===== src/rtl/axis_axi4_wr_pkg.sv =====
// Shared AXI4 write-path constants and the command record for the
// stream-to-AXI4 write burst controller.
package axis_axi4_wr_pkg;

  localparam logic [1:0] AXI_BURST_INCR  = 2'b01;
  localparam logic [1:0] AXI_RESP_OKAY   = 2'b00;
  localparam logic [1:0] AXI_RESP_EXOKAY = 2'b01;
  localparam logic [1:0] AXI_RESP_SLVERR = 2'b10;
  localparam logic [1:0] AXI_RESP_DECERR = 2'b11;

  // AXI bursts may not cross this address boundary
  localparam int unsigned AXI_4KB = 4096;

  // Default-width view of one burst command; the controller packs the same
  // {id, addr, len} order at its own parameterised widths.
  localparam int CMD_ID_W   = 4;
  localparam int CMD_ADDR_W = 32;
  localparam int CMD_LEN_W  = 8;

  typedef struct packed {
    logic [CMD_ID_W-1:0]   id;
    logic [CMD_ADDR_W-1:0] addr;
    logic [CMD_LEN_W-1:0]  len;
  } wr_cmd_t;

endpackage


===== src/rtl/axis_wr_sync_fifo.sv =====
// Generic single-clock show-ahead FIFO. rd_data always presents the head
// entry; writes when full and reads when empty are ignored.
module axis_wr_sync_fifo #(
  parameter int DSIZE = 8,
  parameter int DEPTH = 4
) (
  input  logic             clk,
  input  logic             rst_n,
  input  logic             wr_en,
  input  logic [DSIZE-1:0] wr_data,
  input  logic             rd_en,
  output logic [DSIZE-1:0] rd_data,
  output logic             full,
  output logic             empty
);

  localparam int AW = $clog2(DEPTH);

  logic [DSIZE-1:0] mem [DEPTH];
  logic [AW:0]      wr_ptr, rd_ptr;

  assign empty   = (wr_ptr == rd_ptr);
  assign full    = (wr_ptr[AW] != rd_ptr[AW]) && (wr_ptr[AW-1:0] == rd_ptr[AW-1:0]);
  assign rd_data = mem[rd_ptr[AW-1:0]];

  // storage array, no reset needed: pointers define validity
  always_ff @(posedge clk) begin
    if (wr_en && !full) mem[wr_ptr[AW-1:0]] <= wr_data;
  end

  // pointer update; the extra MSB distinguishes full from empty
  always_ff @(posedge clk or negedge rst_n) begin
    if (!rst_n) begin
      wr_ptr <= '0;
      rd_ptr <= '0;
    end else begin
      if (wr_en && !full) wr_ptr <= wr_ptr + (AW+1)'(1);
      if (rd_en && !empty) rd_ptr <= rd_ptr + (AW+1)'(1);
    end
  end

endmodule


===== src/rtl/axis_to_axi4_wr_burst_ctrl.sv =====
// AXI-Stream to AXI4 write master. Packets are cut into INCR bursts bounded
// by max_len and the 4 KB rule; commands, data and W-lengths are queued so
// AW, W and B progress independently.
module axis_to_axi4_wr_burst_ctrl
  import axis_axi4_wr_pkg::*;
#(
  parameter int DSIZE           = 64,
  parameter int ASIZE           = 32,
  parameter int IDSIZE          = 4,
  parameter int LSIZE           = 8,
  parameter int MAX_BURST       = 16,
  parameter int DATA_DEPTH      = 32,
  parameter int CMD_DEPTH       = 4,
  parameter int MAX_OUTSTANDING = 4
) (
  input  logic                                     axi_aclk,
  input  logic                                     axi_aresetn,
  input  logic [ASIZE-1:0]                         start_addr,
  input  logic [LSIZE:0]                           max_len,
  input  logic                                     err_clr,
  input  logic [DSIZE-1:0]                         axis_tdata,
  input  logic [DSIZE/8-1:0]                       axis_tkeep,
  input  logic                                     axis_tvalid,
  input  logic                                     axis_tlast,
  output logic                                     axis_tready,
  output logic [IDSIZE-1:0]                        axi_awid,
  output logic [ASIZE-1:0]                         axi_awaddr,
  output logic [LSIZE-1:0]                         axi_awlen,
  output logic [2:0]                               axi_awsize,
  output logic [1:0]                               axi_awburst,
  output logic                                     axi_awvalid,
  input  logic                                     axi_awready,
  output logic [DSIZE-1:0]                         axi_wdata,
  output logic [DSIZE/8-1:0]                       axi_wstrb,
  output logic                                     axi_wlast,
  output logic                                     axi_wvalid,
  input  logic                                     axi_wready,
  input  logic [IDSIZE-1:0]                        axi_bid,
  input  logic [1:0]                               axi_bresp,
  input  logic                                     axi_bvalid,
  output logic                                     axi_bready,
  output logic                                     busy,
  output logic                                     err_sticky,
  output logic [$clog2(MAX_OUTSTANDING+1)-1:0]     outstanding
);

  localparam int BYTES = DSIZE / 8;
  localparam int BSH   = $clog2(BYTES);
  localparam int OW    = $clog2(MAX_OUTSTANDING + 1);
  localparam int CW    = IDSIZE + ASIZE + LSIZE;

  logic              run;
  logic              in_pkt;
  logic [ASIZE-1:0]  seg_addr, cur_addr;
  logic [LSIZE:0]    beat_cnt, cnt_nxt, limit, len_clamped;
  logic [12:0]       room;
  logic [IDSIZE-1:0] seg_id;
  logic              close, beat_acc, aw_hs, w_hs, b_hs;
  logic              d_full, d_empty, c_full, c_empty, l_full, l_empty;
  logic [CW-1:0]     cmd_in, cmd_out;
  logic [LSIZE-1:0]  l_head, w_beat;
  logic [BYTES+DSIZE-1:0] d_out;

  // bid is not needed: responses are counted, not matched
  logic unused_b;
  assign unused_b = ^{axi_bid, axi_bresp[0]};

  // burst limit for the beat currently offered on the stream
  always_comb begin
    cur_addr = in_pkt ? seg_addr : (start_addr & ~ASIZE'(BYTES - 1));
    room     = (13'(AXI_4KB) - {1'b0, cur_addr[11:0]}) >> BSH;
    if (max_len == '0)                             len_clamped = (LSIZE+1)'(1);
    else if (max_len > (LSIZE+1)'(MAX_BURST))      len_clamped = (LSIZE+1)'(MAX_BURST);
    else                                           len_clamped = max_len;
    limit    = (32'(room) < 32'(len_clamped)) ? (LSIZE+1)'(room) : len_clamped;
    cnt_nxt  = beat_cnt + (LSIZE+1)'(1);
    // >= guards against max_len shrinking mid-burst
    close    = axis_tlast || (cnt_nxt >= limit);
  end

  assign axis_tready = run && !d_full && (!c_full || !close);
  assign beat_acc    = axis_tvalid && axis_tready;
  assign cmd_in      = {seg_id, cur_addr, beat_cnt[LSIZE-1:0]};

  // bready and tready held low until the first clock after reset release
  always_ff @(posedge axi_aclk or negedge axi_aresetn) begin
    if (!axi_aresetn) run <= 1'b0;
    else              run <= 1'b1;
  end

  // segmenter: track burst address, beat count and id across a packet
  always_ff @(posedge axi_aclk or negedge axi_aresetn) begin
    if (!axi_aresetn) begin
      in_pkt   <= 1'b0;
      seg_addr <= '0;
      beat_cnt <= '0;
      seg_id   <= '0;
    end else if (beat_acc) begin
      in_pkt <= !axis_tlast;
      if (close) begin
        seg_addr <= cur_addr + (ASIZE'(cnt_nxt) << BSH);
        beat_cnt <= '0;
        seg_id   <= seg_id + IDSIZE'(1);
      end else begin
        seg_addr <= cur_addr;
        beat_cnt <= cnt_nxt;
      end
    end
  end

  axis_wr_sync_fifo #(.DSIZE(BYTES + DSIZE), .DEPTH(DATA_DEPTH)) u_data_fifo (
    .clk(axi_aclk), .rst_n(axi_aresetn),
    .wr_en(beat_acc), .wr_data({axis_tkeep, axis_tdata}),
    .rd_en(w_hs), .rd_data(d_out), .full(d_full), .empty(d_empty)
  );

  axis_wr_sync_fifo #(.DSIZE(CW), .DEPTH(CMD_DEPTH)) u_cmd_fifo (
    .clk(axi_aclk), .rst_n(axi_aresetn),
    .wr_en(beat_acc && close), .wr_data(cmd_in),
    .rd_en(aw_hs), .rd_data(cmd_out), .full(c_full), .empty(c_empty)
  );

  // W lengths enter only after their AW handshake, so W cannot lead AW
  axis_wr_sync_fifo #(.DSIZE(LSIZE), .DEPTH(CMD_DEPTH)) u_len_fifo (
    .clk(axi_aclk), .rst_n(axi_aresetn),
    .wr_en(aw_hs), .wr_data(axi_awlen),
    .rd_en(w_hs && axi_wlast), .rd_data(l_head), .full(l_full), .empty(l_empty)
  );

  assign {axi_awid, axi_awaddr, axi_awlen} = cmd_out;
  assign axi_awsize  = 3'(BSH);
  assign axi_awburst = AXI_BURST_INCR;
  assign axi_awvalid = !c_empty && !l_full && (outstanding < OW'(MAX_OUTSTANDING));
  assign aw_hs       = axi_awvalid && axi_awready;

  assign {axi_wstrb, axi_wdata} = d_out;
  assign axi_wvalid = !d_empty && !l_empty;
  assign axi_wlast  = axi_wvalid && (w_beat == l_head);
  assign w_hs       = axi_wvalid && axi_wready;

  assign axi_bready = run;
  assign b_hs       = axi_bvalid && axi_bready;
  assign busy       = !d_empty || !c_empty || !l_empty || (outstanding != '0);

  // beat index within the current W burst
  always_ff @(posedge axi_aclk or negedge axi_aresetn) begin
    if (!axi_aresetn)  w_beat <= '0;
    else if (w_hs)     w_beat <= axi_wlast ? '0 : w_beat + LSIZE'(1);
  end

  // AWs issued but not yet answered on B
  always_ff @(posedge axi_aclk or negedge axi_aresetn) begin
    if (!axi_aresetn)                                   outstanding <= '0;
    else if (aw_hs && !b_hs)                            outstanding <= outstanding + OW'(1);
    else if (b_hs && !aw_hs && outstanding != '0)       outstanding <= outstanding - OW'(1);
  end

  // sticky error on SLVERR/DECERR; a new error beats a same-cycle clear
  always_ff @(posedge axi_aclk or negedge axi_aresetn) begin
    if (!axi_aresetn)              err_sticky <= 1'b0;
    else if (b_hs && axi_bresp[1]) err_sticky <= 1'b1;
    else if (err_clr)              err_sticky <= 1'b0;
  end

endmodule


===== config.mk =====
export PLATFORM = sky130hd
export DESIGN_NAME = axis_to_axi4_wr_burst_ctrl
export DESIGN_NICKNAME = d
export VERILOG_FILES = /design/src/rtl/axis_axi4_wr_pkg.sv /design/src/rtl/axis_wr_sync_fifo.sv /design/src/rtl/axis_to_axi4_wr_burst_ctrl.sv
export SDC_FILE = /design/constraint.sdc
export NUM_CORES = 2
export LEC_CHECK = 0
export CORE_ASPECT_RATIO = 0.5
export CORE_MARGIN = 1.5
export CORE_UTILIZATION = 55
export CTS_BUF_LIST = sky130_fd_sc_hd__clkbuf_4 sky130_fd_sc_hd__clkbuf_8
export DETAILED_ROUTE_END_ITERATION = 8
export GPL_TIMING_DRIVEN = 0
export PLACE_DENSITY = 0.72
export SLEW_MARGIN = 40
export SYNTH_ARGS = -nofsm -noshare
export SYNTH_HDL_FRONTEND = slang
export SYNTH_SLANG_ARGS = --single-unit

===== constraint.sdc =====
create_clock -name axi_aclk -period 19.4 [get_ports axi_aclk]
set_input_delay 2.91 -clock axi_aclk [delete_from_list [all_inputs] [get_ports axi_aclk]]
set_output_delay 2.91 -clock axi_aclk [all_outputs]
set_load 0.005 [all_outputs]

==> metrics.md <==
| Metric | Value |
|---|---|
| Initial antenna violation count | 13 |
| Vias in the first global route | 50200 |
| Row cnt | 110 |
| Status | complete, no violations |
| Area contributors post-synth | edfxtp_1 75%, mux4_2 17%, dfrtp_1 2.1% |
| Via count | 49400 |
| Clk pin slew, worst setup/hold paths | 0.06 ns |
| Die ar. | 186000 um^2 |
| Design Area, Final | 115000 um^2 |
| MaxCap Viol Count | 0 |
| Area after DPL | 109000 um^2 |
| Share of the synthesized area in the top cell type | 74.9% |
| Initial Util | 55.7% |
| Area of the multi-input gates | 22500 um^2 |
| Vias/cell | 6.47 |
| Post-route minimum period | 12.78 ns |
| Required time of the critical path | 16.49 ns |
| CTS tree | done |
| Final ANT Viol Nets | 0 |
| Final Hold Vio Count | 0 |
| Drt pass-1 iters | 5 |
| Nets@finish | 5143 |
| Post-cts resize count | 0 |
| # hold bufs at CTS | 0 |
| Ports | 258 |
| CTS root buf | clkbuf_8 |
| Layout cell share with drive strength beyond 1 | 34.0% |
| Slew headroom | 39.4% |
| Unrepaired setup endpoints after global routing | no |
| Worst-Margin Slew | 0.910 ns |
| Routed WL per cell | 32.1 um |
| Synth Instances | 4260 |
| Mean Syn Cell Area | 23.7 um^2 |
| Most frequent cell after synthesis | edfxtp_1 |
| Prevailing post-synth register cell | edfxtp_1 |
| Cell leakage power | 36.8 nW |
| Fin. max-slew vios | 0 |
| Input/output buffers | 244 |
| DRT Wirelength | 246 mm |
| FF+latch count, synth | 2595 |
| TritonCTS buffer count | 352 |
| Final period util | 65.9% |
| Commonest cells post-synth | 2512 x edfxtp_1, 772 x mux4_2, 151 x clkbuf_1 |
| Post-synthesis sequential area ratio | 76.9% |
| Total gr overflow | 0 |
| Drc violations | 0 |
| Synth area leader | edfxtp_1 |
| Synthesis Warnings | 0 |
| Critical Path AT | 9.87 ns |
| Async S/R FF share, synth | 3.20% |
| Max Clk Rate | 78.3 MHz |
| Crit Path Class | input pin to output port |
| Crit-path max FO | 10 |
| Dpl hpwl | 151 mm |
| Final Non-Filler Cells | 7648 |
| Post-synth EDFFs | 2512 |
| Synth unique cells | 69 |
| GP Congestion | 0.826 |
| # fillers | 11500 |
| Die Y | 306 um |
| Final setup vio count | 0 |
| Util after Layout | 63.6% |
| HP Class | register to register |
| Capturing element type of the critical path | output port |
| Clock skew | 0.0905 ns |
| Register area | 77500 um^2 |
| Cell Pwr Density | 136 nW/um^2 |
| Sum Neg Setup Slack | 0 ns |
| Deepest level of the CTS H-tree | 5 |
| Clk_lat worst skew | 0.98 ns |
| DIE WIDTH | 608 um |
| Core Area | 181000 um^2 |
| Setup repair bufs after CTS | 0 |
| Post-Place Cells | 7022 |
| CTS max path bufs | 4 |
| Max VDD drop | 0.0771 mV |
| Global-route wire length before repair | 351 mm |
| Min Hold Slack | 0.479 ns |
| Largest net degree at the start of global routing | 47 |
| Synthesized cell area | 101000 um^2 |
| GRT Util Overall | 26.5% |
| Critical path launch point type | input pin |
| Sinks on Clock Net | 2595 |
| Initial drt markers | 7040 |
| P&R area growth vs syn | 14.2% |
[critical path: stages]
cell and delay [ns]:
clkdlybuf4s50_1 0.44, mux2_2 0.38, a2111o_1 0.42, or2_1 0.26
buf_6 0.14, nor3_1 0.24, xnor2_1 0.20, ha_1 0.29
a2111oi_0 0.45, a31o_2 0.25, a21boi_2 0.39, mux2i_1 0.27
ha_1 0.27, a211o_1 0.26, a311o_1 0.37, a311oi_1 0.43
clkbuf_1 0.51, clkbuf_1 0.47, o221a_1 0.37, clkdlybuf4s50_1 0.53
[registers in the layout, indices dropped and copies added (netlist names)]
name                count
axi_bready              1
beat_cnt                9
err_sticky              1
in_pkt                  1
outstanding             3
seg_addr               32
seg_id                  4
u_cmd_fifo.mem        176
u_cmd_fifo.rd_ptr       3
u_cmd_fifo.wr_ptr       3
u_data_fifo.mem      2304
u_data_fifo.rd_ptr      6
u_data_fifo.wr_ptr      6
u_len_fifo.mem         32
u_len_fifo.rd_ptr       3
u_len_fifo.wr_ptr       3
w_beat                  8
[cell usage in the layout (no fill, tap or decap), types with 25 or more instances in the layout]
cell type,netlist,routed
clkbuf_2,0,82
ha_1,44,44
nand3_1,28,28
edfxtp_1,2512,2512
buf_12,0,88
nand2_1,77,77
clkinv_2,0,39
mux2_2,94,94
clkinv_1,1,74
clkbuf_1,151,69
clkbuf_4,0,117
dfrtp_1,83,83
nor2_1,34,33
buf_2,50,132
clkbuf_8,0,368
xnor2_1,44,44
clkdlybuf4s50_1,0,171
and3_4,0,31
xor2_1,28,28
inv_1,25,25
o21ai_1,27,27
mux4_2,772,772
[stage by stage]
step	total power, W	setup slack [ns]
3_5_place_dp	0.0117	6.63
3_3_place_gp	0.0116	2.09
2_1_floorplan	0.00968	8.31
6_report	0.0157	6.62
4_1_cts	0.0158	6.63
5_1_grt	0.0162	6.27
[power by group]
part / total (W) / switching (W) / internal [W] / leakage, nW
combinational: 0.00503 / 0.00256 / 0.00247 / 9.52
clock: 0.00409 / 0.00201 / 0.00208 / 3.60
sequential: 0.00653 / 0.000105 / 0.00643 / 23.7
total: 0.0157 / 0.00467 / 0.0110 / 36.8
[worst paths after layout]
check	to	slack, ns	start	cells past startpoint
worst max-delay path	axis_tready	6.62	start_addr[4]	20
worst min-delay path	seg_addr[31]	0.48	seg_addr[31]	2
worst max register to register	u_data_fifo.mem[15][29]	10.76	in_pkt	24
worst min register to register	seg_addr[31]	0.48	seg_addr[31]	2
max in group asynchronous	seg_addr[24]	16.90	axi_aresetn	2
min in group asynchronous	outstanding[2]	1.90	axi_aresetn	1
[layout make-up]
| cell class | count | share of cell area, % |
|---|---|---|
| Timing Repair Buffer | 348 | 3.63 |
| Inverter | 26 | 0.0848 |
| Multi-Input combinational cell | 1427 | 19.5 |
| Buffer | 220 | 0.898 |
| Antenna cell | 6 | 0.0130 |
| Tap cell | 2408 | 2.62 |
| Sequential cell | 2595 | 67.4 |
| Clock buffer | 484 | 5.16 |
| Clock inverter | 134 | 0.713 |
[logic make-up (layout without fill, tap and decap cells)]
logic type / Yosys count / count (layout) / synth area share (%)
AO/OA/AOI/OAI: 134 / 134 / 0.890
XOR/XNOR: 72 / 72 / 0.626
adder cells (fa/ha/maj): 46 / 46 / 0.586
buffers and inverters: 246 / 1212 / 1.00
flip-flops: 2595 / 2595 / 76.9
multiplexers: 886 / 886 / 18.5
other: 2 / 16 / 0.00745
AND/OR/NAND/NOR: 279 / 279 / 1.47
[per-layer routing]
metal	wire, um	part of all wire, %	vias up	global-route usage, %
met5	0	0	-	0
li1	-	-	19700	-
met3	26100	11	379	5.87
met1	96200	39	26400	38.3
met4	5980	2.4	0	6.73
met2	117000	48	2962	41.7
Power figures use the tool's default switching activity.
